`config.mk`:
```
export PLATFORM = sky130hd
export DESIGN_NAME = div_frac_avg
export DESIGN_NICKNAME = d
export VERILOG_FILES = /design/src/rtl/div_frac_avg_pkg.sv /design/src/rtl/div_frac_avg_acc.sv /design/src/rtl/div_frac_avg.sv
export SDC_FILE = /design/constraint.sdc
export NUM_CORES = 1
export LEC_CHECK = 0
export BUFFER_PORTS_ARGS = -buffer_cell sky130_fd_sc_hd__buf_4
export CORE_MARGIN = 1
export CORE_UTILIZATION = 55
export DETAILED_ROUTE_END_ITERATION = 8
export GPL_TIMING_DRIVEN = 1
export PLACE_DENSITY = 0.8
export SLEW_MARGIN = 40
export SYNTH_ARGS = -nofsm -noshare
export SYNTH_HDL_FRONTEND = slang
export SYNTH_SLANG_ARGS = --single-unit
```
`constraint.sdc`:
```
create_clock -name clk -period 5 [get_ports clk]
set_input_delay 1 -clock clk [delete_from_list [all_inputs] [get_ports clk]]
set_output_delay 1 -clock clk [all_outputs]
set_load 0.005 [all_outputs]
```
`src/rtl/div_frac_avg_pkg.sv`:
```
// Shared types for the divider averaging block and other ratio checkers.
// Holds the FSM encoding and the accumulator width rule.
package div_frac_avg_pkg;

    typedef enum logic [1:0] {
        ST_IDLE = 2'd0,
        ST_WAIT = 2'd1,
        ST_ACC  = 2'd2,
        ST_FIN  = 2'd3
    } state_e;

    // N samples of DATA_W bits sum into DATA_W+LOG2_LEN bits without overflow
    function automatic int acc_width(input int data_w, input int log2_len);
        return data_w + log2_len;
    endfunction

endpackage

```
`src/rtl/div_frac_avg_acc.sv`:
```
// Sample accumulator and sample counter for div_frac_avg.
// last_o flags that the next add is sample N.
module div_frac_avg_acc
    import div_frac_avg_pkg::*;
#(
    parameter int DATA_W   = 32,
    parameter int LOG2_LEN = 8,
    parameter int ACC_W    = acc_width(DATA_W, LOG2_LEN)
) (
    input  logic              clk_i,
    input  logic              rst_i,
    input  logic              clr_i,
    input  logic              load_i,
    input  logic              add_i,
    input  logic [DATA_W-1:0] sample_i,
    output logic [ACC_W-1:0]  sum_o,
    output logic              last_o
);

    logic [ACC_W-1:0]    sum_q;
    logic [ACC_W-1:0]    sum_d;
    logic [LOG2_LEN-1:0] cnt_q;
    logic [LOG2_LEN-1:0] cnt_d;
    logic [ACC_W-1:0]    sample_ext;

    assign sample_ext = ACC_W'(sample_i);

    always_comb begin
        sum_d = sum_q;
        cnt_d = cnt_q;
        if (clr_i) begin
            sum_d = '0;
            cnt_d = '0;
        end else if (load_i) begin
            sum_d = sample_ext;
            cnt_d = LOG2_LEN'(1);
        end else if (add_i) begin
            sum_d = sum_q + sample_ext;
            cnt_d = cnt_q + LOG2_LEN'(1);
        end
    end

    always_ff @(posedge clk_i) begin
        if (rst_i) begin
            sum_q <= '0;
            cnt_q <= '0;
        end else begin
            sum_q <= sum_d;
            cnt_q <= cnt_d;
        end
    end

    assign sum_o = sum_q;
    // cnt counts 0..N-1, so all-ones means N-1 samples already taken
    assign last_o = &cnt_q;

endmodule

```
`src/rtl/div_frac_avg.sv`:
```
// Starts the fractional divider, waits for done, then sums 2^LOG2_LEN
// dithered quotients and reports sum plus integer/fractional average.
module div_frac_avg
    import div_frac_avg_pkg::*;
#(
    parameter int DATA_W   = 32,
    parameter int LOG2_LEN = 8,
    localparam int ACC_W   = acc_width(DATA_W, LOG2_LEN)
) (
    input  logic                clk,
    input  logic                rst,
    input  logic                start,
    output logic                busy,
    output logic                div_en,
    input  logic                div_done,
    input  logic [DATA_W-1:0]   div_quotient,
    output logic [ACC_W-1:0]    acc,
    output logic [DATA_W-1:0]   avg_int,
    output logic [LOG2_LEN-1:0] avg_frac,
    output logic                valid,
    output logic                err
);

    state_e           state_q;
    state_e           state_d;
    logic             div_en_q;
    logic             valid_q;
    logic             valid_d;
    logic             err_q;
    logic             err_d;
    logic [ACC_W-1:0] acc_q;
    logic [ACC_W-1:0] acc_d;

    logic             sum_clr;
    logic             sum_load;
    logic             sum_add;
    logic [ACC_W-1:0] sum;
    logic             sum_last;

    div_frac_avg_acc #(
        .DATA_W   (DATA_W),
        .LOG2_LEN (LOG2_LEN),
        .ACC_W    (ACC_W)
    ) u_acc (
        .clk_i    (clk),
        .rst_i    (rst),
        .clr_i    (sum_clr),
        .load_i   (sum_load),
        .add_i    (sum_add),
        .sample_i (div_quotient),
        .sum_o    (sum),
        .last_o   (sum_last)
    );

    always_comb begin
        state_d  = state_q;
        valid_d  = 1'b0;
        err_d    = err_q;
        acc_d    = acc_q;
        sum_clr  = 1'b0;
        sum_load = 1'b0;
        sum_add  = 1'b0;
        case (state_q)
            ST_IDLE: begin
                if (start) begin
                    state_d = ST_WAIT;
                    err_d   = 1'b0;
                    sum_clr = 1'b1;
                end
            end
            ST_WAIT: begin
                if (div_done) begin
                    sum_load = 1'b1;
                    state_d  = ST_ACC;
                end
            end
            ST_ACC: begin
                // a missing done is flagged but the sample still counts
                sum_add = 1'b1;
                if (!div_done) begin
                    err_d = 1'b1;
                end
                if (sum_last) begin
                    state_d = ST_FIN;
                end
            end
            ST_FIN: begin
                acc_d   = sum;
                valid_d = 1'b1;
                state_d = ST_IDLE;
            end
            default: begin
                state_d = ST_IDLE;
            end
        endcase
    end

    always_ff @(posedge clk) begin
        if (rst) begin
            state_q  <= ST_IDLE;
            div_en_q <= 1'b0;
            valid_q  <= 1'b0;
            err_q    <= 1'b0;
            acc_q    <= '0;
        end else begin
            state_q  <= state_d;
            div_en_q <= (state_d != ST_IDLE);
            valid_q  <= valid_d;
            err_q    <= err_d;
            acc_q    <= acc_d;
        end
    end

    assign busy     = (state_q != ST_IDLE);
    assign div_en   = div_en_q;
    assign valid    = valid_q;
    assign err      = err_q;
    assign acc      = acc_q;
    assign avg_int  = acc_q[ACC_W-1:LOG2_LEN];
    assign avg_frac = acc_q[LOG2_LEN-1:0];

endmodule

```
==> flow_metrics.tcl <==
set metrics [dict create \
    hold_depth 2 \
    core_region_area_mm2 0.00982 \
    grt_max_degree 47 \
    synth_edf_count 0 \
    max_freq_mhz 315 \
    grt-ovfl-total 0 \
    cts_root_buf "clkbuf_8" \
    grt_pass1_vias 4950 \
    synth_nets 804 \
    drtPass1Iterations 5 \
    cp_slowest_stage_delay_ns 0.49 \
    async_flop_share_pct 0 \
    setup_tns_ns 0 \
    layout_commonest_cell "nand2_1" \
    place_hpwl_mm 10.4 \
    cap_violations 0 \
    grt_setup_unrepaired "false" \
    rr_endpoint "u_acc.sum_o[28]$_SDFFE_PP0P_" \
    post_drt_wl_per_cell_um 15.7 \
    drt-total-wl_mm 14.6 \
    report.final.hold_viol_count 0 \
    layout.nets 862 \
    reg2reg_from "u_acc.sum_o[0]$_SDFFE_PP0P_" \
    antenna_cells 0 \
    postCtsResizedCells 0 \
    endpoint "u_acc.sum_o[35]$_SDFFE_PP0P_" \
    syn_inst 734 \
    finalMaxSlewViolations 0 \
    ant_nets 0 \
    hp-class "reg -> reg" \
    synth-seq-cells 93 \
    finalCritPeriodShare_pct 63.5 \
    vias 5417 \
    synth.top_cell.area_share_pct 33.1 \
    route.detailed.drc 0 \
    worst_pin_slew_ns 0.800 \
    ios 120 \
    cts_buffers 9 \
    crit_slowest_cell "o21ai_0" \
    grt_pass1_wl_mm 23.7 \
    die_width_um 103 \
    area_growth_pct 14.9 \
    setup_viol 0 \
    ys_seq_area_share_pct 33.1 \
    clockBufferDepth 2 \
    critPathLaunch "div_quotient[4]" \
    synth-main-ff-cell "dfxtp_1" \
    start_util_pct 57.2 \
    post_cts_buffers 0 \
    drtIter0Drc 293 \
    clk_latency_ns 0.38 \
    rrSetupSlack_ns 2.24 \
    die_h_um 103 \
    fin_area_mm2 0.00646 \
    crit_chain "buf_4 -> ha_1 -> a21o_1 -> a31o_2 -> o211a_4 -> o21ai_0 -> a211oi_1 -> o21bai_2 -> a21oi_1 -> mux2i_1" \
    path_class "in -> reg" \
    die_area_mm2 0.0106 \
    synth.largest_area_cell "dfxtp_1" \
    leakage_nw 2.66 \
    ys_top_cells_by_area "dfxtp_1 33%, nand2_1 10%, a21oi_1 9.2%" \
    cp_max_fo 5 \
    track_usage_pct 28.5 \
    powerDensity_mw_per_mm2 230 \
    yosysWarnings 0 \
    synth.distinct_cells 60 \
    skew_ns 0.0124 \
    slew_headroom_pct 46.5 \
    nFillCells 868 \
    post-route-min-period_ns 3.17 \
    clock-sinks 93 \
    grt_antenna_before_repair 0 \
    drive_above_1_share_pct 19.3 \
    outcome "completed" \
    syn_area_per_cell_um2 7.66 \
    placed_cell_area_mm2 0.00628 \
    vdd_ir_drop_max_uv 129 \
    cp_data_required_time_ns 5.28 \
    portBuffers 119 \
    clk_pin_slew_ns 0.10 \
    r2r_cells 10 \
    most-common-layout-cells "152 x nand2_1, 126 x buf_4, 103 x a21oi_1, 93 x dfxtp_1, 45 x nor2_1" \
    critPathCaptureType "flop" \
    synthesis.area_mm2 0.00562 \
    place.gp.congestion 0.973 \
    row_count 36 \
    avgViaCountPerCell 5.83 \
    cts_tree "yes" \
    htree_levels 3 \
    arrival_ns 3.45 \
    cts-hold-fix-buffers 0 \
    startpoint_type "input port" \
]
==> synth_stat cells, types with 3 or more instances <==
cell type    n
nor2_1      45
nand2_1    152
nor2b_1      7
mux2i_1      9
nand3_1     21
o22ai_1      6
nand4_1      9
and4_1       3
o221ai_1    11
buf_1        3
a21oi_1    103
ha_1        33
nand2b_1     5
buf_4       40
or3_1        6
inv_1        7
o21a_1       5
a211oi_1     8
buf_2        4
dfxtp_1     93
nor3_1      10
a31oi_1      7
xnor2_1     18
a21o_1       6
o211ai_1     3
clkbuf_1    31
and3_1       5
a22oi_1      8
o21ai_0     23
xor2_1      16
==> metrics by stage <==
step	cells	setup WS [ns]	power [mW]	util (%)	hold WS [ns]
after global placement	913	1.51	1.02	63.9	0.457
after detailed placement	914	1.47	1.03	64.0	0.461
after CTS	929	1.86	1.49	65.8	0.474
after floorplan	734	1.78	0.949	-	0.440
final	929	1.83	1.48	65.8	0.472
after global routing	929	1.71	1.55	65.8	0.489
==> registers in the layout, indices dropped and copies added (netlist names) <==
name / flops
err: 1
valid: 1
acc: 40
div_en: 1
u_acc.cnt_q: 8
state_q: 2
u_acc.sum_o: 40
==> power breakdown <==
part | total (mW) | internal, mW | leakage (nW) | switching, mW
Sequential | 0.765 | 0.753 | 0.751 | 0.0116
Clock | 0.466 | 0.192 | 0.0843 | 0.274
Combinational | 0.253 | 0.0975 | 1.83 | 0.156
Total | 1.48 | 1.04 | 2.66 | 0.441
==> final cells by class <==
type	count	area, um^2	area share (%)
inverters	7	26.3	0.407
clock inverters	5	37.5	0.581
well taps	133	166	2.58
multi-input cells	555	3280	50.8
repair buffers	126	946	14.6
clock buffers	10	138	2.13
flip-flops and latches	93	1860	28.8
==> worst max-delay path, delay by kind of cell <==
| kind | cells | cell delay, ns |
|---|---|---|
| adders and majority gates | 1 | 0.35 |
| AOI/OAI and AO/OA | 7 | 1.85 |
| muxes | 1 | 0.14 |
| buffers and inverters | 1 | 0.12 |
==> per-layer routing <==
layer,GRT usage [%],up-vias,wire length [um]
li1,-,2663,-
met2,47.9,214,6950
met4,12.7,0,348
met5,0,-,0
met1,36.3,2507,6370
met3,4.14,33,930
==> worst min path at each step <==
stage | to | slack [ns] | from
floorplan | acc[39]$_SDFFE_PP0P_ | 0.44 | u_acc.sum_o[39]$_SDFFE_PP0P_
global placement | acc[21]$_SDFFE_PP0P_ | 0.46 | acc[21]$_SDFFE_PP0P_
detailed placement | acc[31]$_SDFFE_PP0P_ | 0.46 | acc[31]$_SDFFE_PP0P_
CTS | acc[31]$_SDFFE_PP0P_ | 0.47 | acc[31]$_SDFFE_PP0P_
global route | acc[31]$_SDFFE_PP0P_ | 0.49 | acc[31]$_SDFFE_PP0P_
finish | acc[30]$_SDFFE_PP0P_ | 0.47 | acc[30]$_SDFFE_PP0P_
==> cells by family after synthesis <==
| logic type | count (synthesis) | synth area share (%) |
|---|---|---|
| AND/OR/NAND/NOR | 277 | 21.8 |
| AO/OA/AOI/OAI | 201 | 22.0 |
| flip-flops | 93 | 33.1 |
| buffers and inverters | 86 | 8.53 |
| XOR/XNOR | 34 | 5.30 |
| adder cells (fa/ha/maj) | 34 | 7.70 |
| multiplexers | 9 | 1.60 |
(Power assumes the default switching activity.)
